### src/rtl/fir_interpolator_if.sv
// fir_interpolator_if
//  Bundles the sample-rate input stream, the fast-rate output stream and the
//  coefficient-load port of fir_interpolator into a single interface.
//  Ports / signals:
//   in_valid / in_ready / in_data     input sample handshake (16-bit signed)
//   out_valid / out_ready / out_data  interpolated output handshake (16-bit signed)
//   coef_we / coef_addr / coef_data   coefficient table write port
//  Modports:
//   master  environment side (drives samples, coefficients and out_ready)
//   slave   filter side (drives in_ready, out_valid and out_data)
interface fir_interpolator_if #(
  parameter int TAPS = 16
);
  localparam int AW = $clog2(TAPS);

  logic               in_valid;
  logic               in_ready;
  logic signed [15:0] in_data;
  logic               out_valid;
  logic               out_ready;
  logic signed [15:0] out_data;
  logic               coef_we;
  logic [AW-1:0]      coef_addr;
  logic signed [15:0] coef_data;

  modport master (
    output in_valid, in_data, out_ready, coef_we, coef_addr, coef_data,
    input  in_ready, out_valid, out_data
  );

  modport slave (
    input  in_valid, in_data, out_ready, coef_we, coef_addr, coef_data,
    output in_ready, out_valid, out_data
  );
endinterface

### src/rtl/fir_interpolator.sv
// fir_interpolator
//  Polyphase FIR interpolator: each accepted 16-bit signed input sample produces
//  L output samples (zero-stuff + lowpass). One multiply-accumulate is shared
//  across the PH = TAPS/L taps of each phase. The coefficient table is loadable
//  while the block is idle.
//  Ports:
//   clk   system clock
//   rst   synchronous active-high reset
//   bus   fir_interpolator_if.slave (input stream, output stream, coef port)
//   busy  high whenever the block is not idle
module fir_interpolator #(
  parameter int TAPS       = 16,
  parameter int L          = 4,
  parameter int COEF_SHIFT = 14
) (
  input  logic              clk,
  input  logic              rst,
  fir_interpolator_if.slave bus,
  output logic              busy
);

  localparam int PH   = TAPS / L;
  localparam int AW   = $clog2(TAPS);
  localparam int KW   = (PH > 1) ? $clog2(PH) : 1;
  localparam int PW   = (L > 1) ? $clog2(L) : 1;
  localparam int ACCW = 32 + $clog2(PH) + 1;

  typedef enum logic [1:0] {IDLE, MAC, OUT} state_t;

  state_t state, state_next;

  logic signed [15:0]     dl [PH];
  logic signed [15:0]     h  [TAPS];
  logic [PW-1:0]          phase;
  logic [KW-1:0]          k;
  logic signed [ACCW-1:0] acc;
  logic signed [ACCW-1:0] acc_sum;
  logic signed [ACCW-1:0] acc_shift;
  logic signed [31:0]     prod;
  logic [AW-1:0]          tap_idx;
  logic                   last_tap;
  logic                   last_phase;
  logic                   in_fire;
  logic                   out_fire;
  logic                   out_valid_q;
  logic signed [15:0]     out_data_q;
  logic signed [15:0]     sat_data;

  assign bus.in_ready  = (state == IDLE);
  assign busy          = (state != IDLE);
  assign bus.out_valid = out_valid_q;
  assign bus.out_data  = out_data_q;

  assign last_tap   = (k == KW'(PH - 1));
  assign last_phase = (phase == PW'(L - 1));
  assign in_fire    = (state == IDLE) && bus.in_valid;
  assign out_fire   = (state == OUT) && out_valid_q && bus.out_ready;

  // Tap k of phase p uses prototype coefficient h[k*L+p]. acc_sum already
  // includes the current product so the final tap can be saturated and
  // registered into out_data on the same edge that enters OUT.
  always_comb begin
    tap_idx   = AW'(int'(k) * L + int'(phase));
    prod      = 32'(dl[k]) * 32'(h[tap_idx]);
    acc_sum   = acc + ACCW'(prod);
    acc_shift = acc_sum >>> COEF_SHIFT;
    if (acc_shift > ACCW'(32767))
      sat_data = 16'sd32767;
    else if (acc_shift < ACCW'(-32768))
      sat_data = -16'sd32768;
    else
      sat_data = acc_shift[15:0];
  end

  // State register.
  always_ff @(posedge clk) begin
    if (rst)
      state <= IDLE;
    else
      state <= state_next;
  end

  // Next-state logic: one MAC pass per phase, one OUT handshake per phase.
  always_comb begin
    state_next = state;
    case (state)
      IDLE: if (in_fire) state_next = MAC;
      MAC:  if (last_tap) state_next = OUT;
      OUT:  if (out_fire) state_next = last_phase ? IDLE : MAC;
      default: state_next = IDLE;
    endcase
  end

  // Datapath: delay line, coefficient table, tap/phase counters, accumulator
  // and the registered output. Coefficient writes are only honoured in IDLE so
  // the table never changes underneath a sample being filtered.
  always_ff @(posedge clk) begin
    if (rst) begin
      for (int i = 0; i < PH; i++) dl[i] <= '0;
      for (int j = 0; j < TAPS; j++) h[j] <= (j < L) ? 16'(1 << COEF_SHIFT) : '0;
      phase       <= '0;
      k           <= '0;
      acc         <= '0;
      out_valid_q <= 1'b0;
      out_data_q  <= '0;
    end else begin
      case (state)
        IDLE: begin
          if (bus.coef_we) h[bus.coef_addr] <= bus.coef_data;
          if (in_fire) begin
            for (int i = PH - 1; i > 0; i--) dl[i] <= dl[i-1];
            dl[0] <= bus.in_data;
            phase <= '0;
            k     <= '0;
            acc   <= '0;
          end
        end
        MAC: begin
          acc <= acc_sum;
          if (last_tap) begin
            k           <= '0;
            out_data_q  <= sat_data;
            out_valid_q <= 1'b1;
          end else begin
            k <= k + 1'b1;
          end
        end
        OUT: begin
          if (out_fire) begin
            out_valid_q <= 1'b0;
            if (!last_phase) begin
              phase <= phase + 1'b1;
              k     <= '0;
              acc   <= '0;
            end
          end
        end
        default: ;
      endcase
    end
  end

endmodule
### src/flat_wrapper.sv
// flat-port wrapper written by rule: the top's interface ports become plain ports
module fir_interpolator_flat 
#(
  parameter int TAPS       = 16,
  parameter int L          = 4,
  parameter int COEF_SHIFT = 14
)
  (clk, rst, busy, bus_in_valid, bus_in_data, bus_out_ready, bus_coef_we, bus_coef_addr, bus_coef_data, bus_in_ready, bus_out_valid, bus_out_data);
  fir_interpolator_if #(.TAPS(TAPS)) bus_i ();
  input  logic clk;
  input  logic rst;
  output logic busy;
  input wire logic [$bits(bus_i.in_valid)-1:0] bus_in_valid;
  input wire logic [$bits(bus_i.in_data)-1:0] bus_in_data;
  input wire logic [$bits(bus_i.out_ready)-1:0] bus_out_ready;
  input wire logic [$bits(bus_i.coef_we)-1:0] bus_coef_we;
  input wire logic [$bits(bus_i.coef_addr)-1:0] bus_coef_addr;
  input wire logic [$bits(bus_i.coef_data)-1:0] bus_coef_data;
  output wire logic [$bits(bus_i.in_ready)-1:0] bus_in_ready;
  output wire logic [$bits(bus_i.out_valid)-1:0] bus_out_valid;
  output wire logic [$bits(bus_i.out_data)-1:0] bus_out_data;
  assign bus_i.in_valid = bus_in_valid;
  assign bus_i.in_data = bus_in_data;
  assign bus_i.out_ready = bus_out_ready;
  assign bus_i.coef_we = bus_coef_we;
  assign bus_i.coef_addr = bus_coef_addr;
  assign bus_i.coef_data = bus_coef_data;
  assign bus_in_ready = bus_i.in_ready;
  assign bus_out_valid = bus_i.out_valid;
  assign bus_out_data = bus_i.out_data;
  fir_interpolator #(.TAPS(TAPS), .L(L), .COEF_SHIFT(COEF_SHIFT)) u_core (.clk(clk), .rst(rst), .bus(bus_i), .busy(busy));
endmodule
### config.mk
export PLATFORM = sky130hd
export DESIGN_NAME = fir_interpolator_flat
export DESIGN_NICKNAME = d
export VERILOG_FILES = /design/src/rtl/fir_interpolator_if.sv /design/src/rtl/fir_interpolator.sv /design/src/flat_wrapper.sv
export SDC_FILE = /design/constraint.sdc
export NUM_CORES = 1
export LEC_CHECK = 0
export ABC_AREA = 0
export CAP_MARGIN = 20
export CORE_MARGIN = 2
export CORE_UTILIZATION = 55
export DETAILED_ROUTE_END_ITERATION = 12
export PLACE_DENSITY_LB_ADDON = 0.15
export SETUP_SLACK_MARGIN = 0.3
export SLEW_MARGIN = 20
export SYNTH_ARGS = -nofsm -noshare
export SYNTH_HDL_FRONTEND = slang
export SYNTH_SLANG_ARGS = --single-unit
### constraint.sdc
create_clock -name clk -period 19.2 [get_ports clk]
set_input_delay 3.84 -clock clk [delete_from_list [all_inputs] [get_ports clk]]
set_output_delay 3.84 -clock clk [all_outputs]
set_load 0.1 [all_outputs]
==> impl_metrics.csv <==
group,metric,value,unit
sta,max_freq,0.106,GHz
critical_path,slowest_delay,0.84,ns
sta,slew_viol_final,0,
clock_tree,post_cts_buffers,0,
logic_synthesis,ys.flop_type,"edfxtp_1",
clock_tree,cts_root_buffer,"clkbuf_16",
sta,finalHoldViolCount,0,
critical_path,cpMostUsedCell,"fa_1",
sta,fin_worst_skew,0.0180,ns
route,wl_per_cell,20.8,um
sta,maxSlewHeadroom,18.6,%
logic_synthesis,syn_area_per_cell,11.4,um^2
placement,post-place-cells,3154,
global_routing,grt_max_degree,74,
logic_synthesis,synth_most_common_cell,"inv_1",
clock_tree,worstSkewPairLatency,0.57,ns
global_routing,grt_usage,26.4,%
route,dr.pass1.iters,5,
logic_synthesis,syn_nets,2945,
critical_path,criticalPathCategory,"flip-flop to flip-flop",
floorplan,die_area,53400,um^2
logic_synthesis,synthTopCellsByCount,"inv_1 (384), and2_1 (337), edfxtp_1 (320)",
route,drcViolationCount,0,
sta,tns,0,ns
logic_synthesis,synthArstFlopShare,0,%
critical_path,critPathLaunchType,"flip-flop",
route,met2_length,36000,um
final_layout,area_growth,9.74,%
logic_synthesis,synth_top_area_share,33.9,%
sta,worst_pin_slew,1.21,ns
logic_synthesis,synth_seq_cells,380,
critical_path,worst_ep_arrival_time,9.86,ns
floorplan,die_x,231,um
sta,min_period_over_period,49.3,%
clock_tree,cts_buffer_depth,3,
logic_synthesis,yosysTopAreaCell,"edfxtp_1",
route,drt-total-wl,67200,um
global_routing,antenna_found_initial,0,
floorplan,die_h,231,um
clock_tree,cts_tree,"yes",
logic_synthesis,synth_enable_flop_cells,320,
route,routed.top_layer,"met4",
sta,period_needed,9.46,ns
clock_tree,postCtsHoldBufs,0,
placement,port_buffers,59,
final_layout,post_route_cells_drive_above_1_share,9.48,%
critical_path,crit_path_end_kind,"flip-flop",
critical_path,cpMaxStageDelayCell,"a41oi_2",
route,vias_per_cell,5.59,
final_layout,nets,2982,
route,first_iter_violations,1040,
floorplan,pin_count,60,
placement,hpwl,49300,um
run_status,run_status,"finished clean",
logic_synthesis,ys_types,65,
floorplan,initial_core_util,55.4,%
route,route.met3.wl,3030,um
final_layout,num-fill-cells,4165,
final_layout,layoutNonFillerInstCount,3234,
logic_synthesis,syn_area,28400,um^2
logic_synthesis,synth_area_leaders,"edfxtp_1 (34%), fa_1 (22%), and2_1 (7.4%)",
clock_tree,cts_buffers,42,
clock_tree,cts-resized-gates,0,
run,drv_cap,0,
global_routing,first_global_vias,19800,
worst_hold_path,hp-class,"flip-flop to flip-flop",
sta,grt_setup_unrepaired,"no",
floorplan,core-area,51200,um^2
logic_synthesis,syn-instance-count,2484,
critical_path,worst_ep_required_time,19.60,ns
placement,gp_congestion,0.882,
global_routing,grt_overflow,0,
clock_tree,clkSlewWorstSetupHoldPaths,0.06,ns
route,vias,18100,
route,met1_length,25900,um
floorplan,fp-row-count,83,
sta,setup_viol_count_final,0,
clock_tree,cts_sinks,380,
global_routing,grt_pass1_wl,108000,um
clock_tree,h-tree-depth,2,
logic_synthesis,ys_seq_area_share,38.1,%
logic_synthesis,synth_warnings,0,
route,ant_nets,0,
critical_path,cp_max_fo,29,
per-stage QoR:
stage | cell area (um^2) | util [%] | setup WS [ns] | hold WS (ns)
2_1_floorplan | 28400 | - | 10.68 | 0.436
3_3_place_gp | 29700 | 58.0 | 9.51 | 0.444
3_5_place_dp | 29700 | 58.0 | 9.27 | 0.454
4_1_cts | 31100 | 60.7 | 9.24 | 0.461
5_1_grt | 31100 | 60.8 | 9.18 | 0.482
6_report | 31100 | 60.8 | 9.74 | 0.460
registers in the layout, summed over array words and instances, names as in the netlist, named ones only:
| register | flops |
|---|---|
| u_core.acc | 35 |
| u_core.bus.out_data | 16 |
| u_core.bus.out_valid | 1 |
| u_core.dl | 64 |
| u_core.h | 256 |
| u_core.k | 2 |
| u_core.phase | 2 |
| u_core.state | 2 |
cell type report:
type,count,area [um^2],area share [%]
antenna,1,2.50,0.00804
clock buffer,56,1130,3.65
clock inverter,20,243,0.780
inverter,384,1440,4.63
multi-input combinational,1610,15700,50.5
sequential,380,10800,34.7
tap,680,851,2.73
timing repair buffer,103,935,3.00
worst max-delay path: cells and delay by family, from the launching register on:
| kind | cells | cell delay, ns |
|---|---|---|
| simple gates | 2 | 0.25 |
| mux | 3 | 1.16 |
| compound gates | 8 | 2.49 |
| fa+ha+maj | 7 | 3.50 |
| buf+inv | 6 | 1.24 |
| flops | 1 | 0.60 |
metal layers:
layer	track usage, %	vias up
met5	0	-
met4	9.21	0
met3	3.25	133
met2	49.2	487
met1	31.3	9279
li1	-	8190
kinds of logic after synthesis:
family	share of synthesized area, %
multiplexers	7.65
AND/OR/NAND/NOR	15.0
flip-flops	38.1
buffers and inverters	6.63
AO/OA/AOI/OAI	5.03
XOR/XNOR	0.851
adder cells (fa/ha/maj)	26.7
cell usage in the layout (no fill, tap or decap), drive strengths merged, types with 45 or more instances in the layout:
cell and instances:
ha 110, nand2 172, mux4 72, fa 310
edfxtp 320, inv 385, clkdlybuf4s50 58, and2 337
nor2 230, buf 45, dfxtp 60, a21oi 45
clkbuf 56
final timing paths:
path                                          endpoint  cells past startpoint  slack [ns]                    startpoint
hold / removal             u_core.acc[29]$_SDFFE_PP0P_                      2        0.46   u_core.acc[29]$_SDFFE_PP0P_
setup reg to reg  u_core.bus.out_data[11]$_SDFFE_PP0P_                     26        9.74  u_core.phase[0]$_SDFFE_PP0P_
setup / recovery  u_core.bus.out_data[11]$_SDFFE_PP0P_                     26        9.74  u_core.phase[0]$_SDFFE_PP0P_
hold reg to reg            u_core.acc[29]$_SDFFE_PP0P_                      2        0.46   u_core.acc[29]$_SDFFE_PP0P_
Power is left out: the tool's default activity adds up to more than one toggle a clock period on the data nets, which glitch-free logic cannot reach.
